==> src/rtl/ps2_keyboard.sv <==
// PS/2 keyboard receiver: synchronizes the PS/2 pins, validates 11-bit frames and
// queues scan codes in a small FIFO that the bus pops on the io_rdn rising edge.
module ps2_keyboard #(
  parameter int DEPTH_LOG2 = 3,
  parameter int TIMEOUT    = 100000
) (
  input  logic       clk,
  input  logic       clrn,
  input  logic       ps2_clk,
  input  logic       ps2_data,
  input  logic       io_rdn,
  output logic [7:0] key_data,
  output logic       ready,
  output logic       overflow,
  output logic       frame_err
);

  localparam int DEPTH = 1 << DEPTH_LOG2;
  localparam int TW    = $clog2(TIMEOUT + 1);
  localparam logic [TW-1:0]         TO_LAST  = TW'(TIMEOUT - 1);
  localparam logic [DEPTH_LOG2:0]   CNT_FULL = (DEPTH_LOG2 + 1)'(DEPTH);
  localparam logic [DEPTH_LOG2:0]   CNT_ONE  = (DEPTH_LOG2 + 1)'(1);
  localparam logic [DEPTH_LOG2-1:0] PTR_ONE  = DEPTH_LOG2'(1);

  typedef enum logic [0:0] {IDLE = 1'b0, RECV = 1'b1} state_t;

  // Frame layout after shifting: {stop, parity, data[7:0]}; valid needs stop=1 and odd ones.
  function automatic logic frame_ok(input logic [9:0] frame);
    return frame[9] & (^frame[8:0]);
  endfunction

  logic [2:0]            clk_sync_r;
  logic [1:0]            data_sync_r;
  logic                  fall_s;
  logic                  data_s;
  state_t                state_r, state_nxt_s;
  logic [3:0]            bitcnt_r, bitcnt_nxt_s;
  logic [9:0]            shift_r, shift_nxt_s, shift_in_s;
  logic [TW-1:0]         to_cnt_r, to_cnt_nxt_s;
  logic                  push_s, err_s;
  logic [7:0]            mem_r [DEPTH];
  logic [DEPTH_LOG2-1:0] wptr_r, rptr_r;
  logic [DEPTH_LOG2:0]   cnt_r;
  logic                  rdn_r;
  logic                  pop_s, full_s, wr_en_s;

  assign fall_s     = clk_sync_r[2] & ~clk_sync_r[1];
  assign data_s     = data_sync_r[1];
  assign shift_in_s = {data_s, shift_r[9:1]};

  // Two-flop synchronizers plus one history flop on the PS/2 clock for edge detect.
  always_ff @(posedge clk or negedge clrn) begin
    if (!clrn) begin
      clk_sync_r  <= 3'b111;
      data_sync_r <= 2'b11;
    end else begin
      clk_sync_r  <= {clk_sync_r[1:0], ps2_clk};
      data_sync_r <= {data_sync_r[0], ps2_data};
    end
  end

  // Receive FSM state, bit counter, shift register, timeout counter and error pulse.
  always_ff @(posedge clk or negedge clrn) begin
    if (!clrn) begin
      state_r   <= IDLE;
      bitcnt_r  <= 4'd0;
      shift_r   <= 10'd0;
      to_cnt_r  <= '0;
      frame_err <= 1'b0;
    end else begin
      state_r   <= state_nxt_s;
      bitcnt_r  <= bitcnt_nxt_s;
      shift_r   <= shift_nxt_s;
      to_cnt_r  <= to_cnt_nxt_s;
      frame_err <= err_s;
    end
  end

  // Next-state logic: start-bit detection, bit collection, frame check and timeout.
  always_comb begin
    state_nxt_s  = state_r;
    bitcnt_nxt_s = bitcnt_r;
    shift_nxt_s  = shift_r;
    to_cnt_nxt_s = to_cnt_r;
    push_s       = 1'b0;
    err_s        = 1'b0;
    case (state_r)
      IDLE: begin
        to_cnt_nxt_s = '0;
        if (fall_s && !data_s) begin
          state_nxt_s  = RECV;
          bitcnt_nxt_s = 4'd0;
        end else begin
          state_nxt_s  = IDLE;
        end
      end
      RECV: begin
        if (fall_s) begin
          shift_nxt_s  = shift_in_s;
          to_cnt_nxt_s = '0;
          if (bitcnt_r == 4'd9) begin
            state_nxt_s  = IDLE;
            bitcnt_nxt_s = 4'd0;
            if (frame_ok(shift_in_s)) begin
              push_s = 1'b1;
            end else begin
              err_s  = 1'b1;
            end
          end else begin
            bitcnt_nxt_s = bitcnt_r + 4'd1;
          end
        end else if (to_cnt_r == TO_LAST) begin
          state_nxt_s  = IDLE;
          bitcnt_nxt_s = 4'd0;
          to_cnt_nxt_s = '0;
          err_s        = 1'b1;
        end else begin
          to_cnt_nxt_s = to_cnt_r + TW'(1);
        end
      end
      default: begin
        state_nxt_s  = IDLE;
        bitcnt_nxt_s = 4'd0;
        to_cnt_nxt_s = '0;
      end
    endcase
  end

  // Pop on the io_rdn rising edge; a push into a full FIFO only lands alongside a pop.
  assign pop_s   = ~rdn_r & io_rdn & (cnt_r != '0);
  assign full_s  = (cnt_r == CNT_FULL);
  assign wr_en_s = push_s & (~full_s | pop_s);

  // FIFO storage, pointers, occupancy and sticky overflow flag.
  always_ff @(posedge clk or negedge clrn) begin
    if (!clrn) begin
      for (int i = 0; i < DEPTH; i++) begin
        mem_r[i] <= 8'h00;
      end
      wptr_r   <= '0;
      rptr_r   <= '0;
      cnt_r    <= '0;
      rdn_r    <= 1'b1;
      overflow <= 1'b0;
    end else begin
      rdn_r <= io_rdn;
      if (wr_en_s) begin
        mem_r[wptr_r] <= shift_in_s[7:0];
        wptr_r        <= wptr_r + PTR_ONE;
      end
      if (pop_s) begin
        rptr_r <= rptr_r + PTR_ONE;
      end
      case ({wr_en_s, pop_s})
        2'b10:   cnt_r <= cnt_r + CNT_ONE;
        2'b01:   cnt_r <= cnt_r - CNT_ONE;
        default: cnt_r <= cnt_r;
      endcase
      if (pop_s) begin
        overflow <= 1'b0;
      end else if (push_s && full_s) begin
        overflow <= 1'b1;
      end
    end
  end

  assign ready    = (cnt_r != '0);
  assign key_data = ready ? mem_r[rptr_r] : 8'h00;

endmodule

==> config.mk <==
export PLATFORM = sky130hd
export DESIGN_NAME = ps2_keyboard
export DESIGN_NICKNAME = d
export VERILOG_FILES = /design/src/rtl/ps2_keyboard.sv
export SDC_FILE = /design/constraint.sdc
export NUM_CORES = 1
export LEC_CHECK = 0
export CAP_MARGIN = 20
export CORE_MARGIN = 1.5
export CORE_UTILIZATION = 50
export DETAILED_ROUTE_END_ITERATION = 12
export PLACE_DENSITY = 0.72
export SETUP_SLACK_MARGIN = 0.3
export SYNTH_ARGS = -nofsm -noshare
export SYNTH_HDL_FRONTEND = slang
export SYNTH_SLANG_ARGS = --single-unit
==> constraint.sdc <==
create_clock -name clk -period 3.3 [get_ports clk]
set_input_delay 0.495 -clock clk [delete_from_list [all_inputs] [get_ports clk]]
set_output_delay 0.495 -clock clk [all_outputs]
set_load 0.02 [all_outputs]
==> results.md <==
- Status: finished clean
- Fill cells: roughly 800
- Grt ovf: 0
- # rows: 37
- # DRC: 0
- Drt wl/cell: between 15 and 20 um
- Min-Delay Path Class: in -> async
- Worst-Skew Late Latency: approximately 530 ps
- Initial antenna violation count: 0
- Post-synthesis compound-gate area fraction: 2.247%
- Area growth, synth to finish: 17.22%
- Syn avg cell area: 12.93 sq um
- Xor/xnor share of the synthesized area: 5.015%
- TritonRoute pass-1 iters: 4
- Die X: between 100 and 150 um
- Mapped cell area: approximately 5300 sq um
- EDFF count, synth: 0
- Period utilization: roughly 87%
- PwrDens: between 600 and 700 nW/um^2
- Final Slew Violations: 0
- Mapped Cells: 409
- Antenna diode count: 0
- GRT met3 Usage: roughly 4.8%
- Commonest non-fill, non-tap cell in the layout: dfrtp_1
- Clk buf depth: 2
- Actual slew at the worst max-slew pin: a little over 700 ps
- Max H-tree Level: 4
- Mux contribution to synthesized area: about 23%
- Setup TNS Final: 0 ps
- Slew Limit Headroom: between 50% and 60%
- Critical Path Sink Type: output pin
- Core Region: ~10,000 sq um
- Die area: 11,200 sq um
- Detailed Route Iter0 Violations: 184
- Hold Fails Final Rpt: 0
- Yosys cell types: roughly 50
- Largest family of logic cells by synthesized area: multiplexers
- Io pins: 16
- Leakage dissipation: about 3 nW
- Peak per-stage delay on the critical path: between 500 and 600 ps
- Initial Util: 51.46%
- F_max: ~350 MHz
- WL final: just over 10,000 um
- Synth area leaders: dfrtp_1 51%, mux2_2 14%, mux4_2 6.8%, nand2_1 3.2%, dfstp_2 3.0%
- MaxCap Viol Count: 0
- Worst path cell trace: buf_12 -> mux4_2 -> mux2i_1 -> nor2_1 -> clkdlybuf4s50_1
- Post-synthesis register bit count: 113
- Unrepaired setup endpoints after global routing: no
- Adder-cell share of the synthesized area: 1.419%
- CP startpoint kind: register
- GRT Max-Usage Layer: met2
- Final Skew: approximately 7.8 ps
- Met1 GRT Util: between 20% and 30%
- Minimum clock period: about 2900 ps
- Pin count of the biggest net entering global routing: 58
- Worst-path fanout max: 18
- Clock Sink Count: between 100 and 150
- Final setup vio count: 0
- Final core utilization: 60.32%
- Post-synthesis sequential area ratio: a little over half
- Via count: about 3.2k
- Ys Warns: 0
- Vias in the first global route: 3,280
- Share of cells above drive strength 1: between 30% and 40%
- Top FF cell, synth: dfrtp_1
- First-pass GRT wire length: around 17,000 um
- Top cell type's share of synthesized area: 50.63%
- Net Count, Synth: 420
- GPL Wtd Cong: between 0.7 and 0.8
- Asr flop ratio synth: 100.0%
- GR Util met2: 32.24%
- Routed vias/inst: 5.519
- Post-synth top area cell: dfrtp_1
- Hold buffers post-CTS: 0
- Kind of critical path: reg -> out
- CTS Buf Count: 17
- Post-DP HPWL: about 6400 um
- Commonest cells after routing, fill and taps aside: 106 x dfrtp_1, 65 x mux2_2, 45 x nand2_1
- Slowest-stage cell, CP: mux4_2
- Clk root buf: clkbuf_8
- Req. time, crit path: 2800 ps
- Simple-gate share of the synthesized area: between 10% and 20%
- Crit path DAT: 2380 ps
- Die height: between 100 and 150 um
- Nets: ~440
- GRT Resource Usage Total: between 20% and 30%
- Post-DRT Antenna Nets: 0
- Clk slew on worst S/H paths: roughly 50 ps
- Worst vdd ir: approximately 0.40 mV
- Port bufs: 15
- CTS tree: built
[flip-flops by register name, indices dropped and copies added (netlist names)]
signal,cells
mem_r,64
to_cnt_r,17
shift_r,9
bitcnt_r,4
cnt_r,4
clk_sync_r,3
rptr_r,3
wptr_r,3
data_sync_r,2
frame_err,1
overflow,1
rdn_r,1
state_r,1
[worst max-delay path, delay by kind of cell, from the launching register on]
kind | cells | cell delay [ps]
simple gates | 1 | 60
mux | 2 | 680
flops | 1 | 370
buf+inv | 2 | 730
[routing by layer]
| layer | wire length (um) | part of all wire, % |
|---|---|---|
| met1 | 4645 | 46 |
| met5 | 0 | 0 |
| met2 | 5074 | 50 |
| met3 | 342 | 3.4 |
| met4 | 143 | 1.4 |
[path summary, 6_finish.rpt]
check,end,startpoint,cells after the start,slack [ps]
worst min-delay path,to_cnt_r[1],clrn,1,30
worst max-delay path,key_data[5],rptr_r[0],5,430
worst max register to register,mem_r[48],shift_r[1],7,450
worst min register to register,clk_sync_r[1],clk_sync_r[0],0,360
max in group asynchronous,clk_sync_r[2],clrn,2,2480
min in group clk,clk_sync_r[1],clk_sync_r[0],0,360
[cell families after synthesis]
kind of cell,count (synthesis)
muxes,91
xor gates and xnor gates,27
and+or+nand+nor,126
AOI/OAI and AO/OA,17
DFF,113
adders and majority gates,6
buffers and inverters,29
[area by class of cell]
| class | instances | area [sq um] | share of cell area (%) |
|---|---|---|---|
| clock buffer | 27 | 511.7 | 8.254 |
| clock inverter | 4 | 47.55 | 0.7669 |
| inverter | 7 | 26.28 | 0.4238 |
| multi-input combinational | 267 | 2357 | 38.02 |
| sequential | 113 | 2836 | 45.75 |
| tap | 136 | 170.2 | 2.745 |
| timing repair buffer | 24 | 250.2 | 4.036 |
[cell usage after synthesis, types with 3 or more instances]
cell / instances
a21oi_1: 3
buf_1: 6
clkbuf_1: 14
dfrtp_1: 107
dfstp_2: 6
ha_1: 6
inv_1: 7
mux2_2: 65
mux2i_1: 9
mux4_2: 16
nand2_1: 45
nand3_1: 9
nand4_1: 4
nor2_1: 37
nor3_1: 3
nor3b_1: 3
o21ai_0: 4
xnor2_1: 14
xor2_1: 11
[what timing repair did]
item                                    in CTS  in global routing
endpoints found under the setup margin      24                 49
hold endpoints to repair                     0                  0
gates cloned                                 0                  0
pin swaps                                    0                  0
buffers inserted                             0                  0
gates resized for setup                      5                  6
[power by group]
part / internal (mW) / switching, mW
Combinational: 0.376 / 0.381
Sequential: 1.49 / 0.233
Clock: 1.11 / 0.595
[through the flow]
step	cells	cell area, sq um	setup slack (ps)	power, mW	hold slack, ps
finish	578	6200	429.6	4.188	30.74
global route	578	6200	303.4	4.384	95.56
CTS	578	6187	249.9	4.233	50.23
detailed placement	547	5602	161.0	2.488	357.3
global placement	547	5602	247.9	2.464	358.5
floorplan	409	5289	647.4	2.264	199.4
Note: power is estimated with default switching activity, not from simulation.
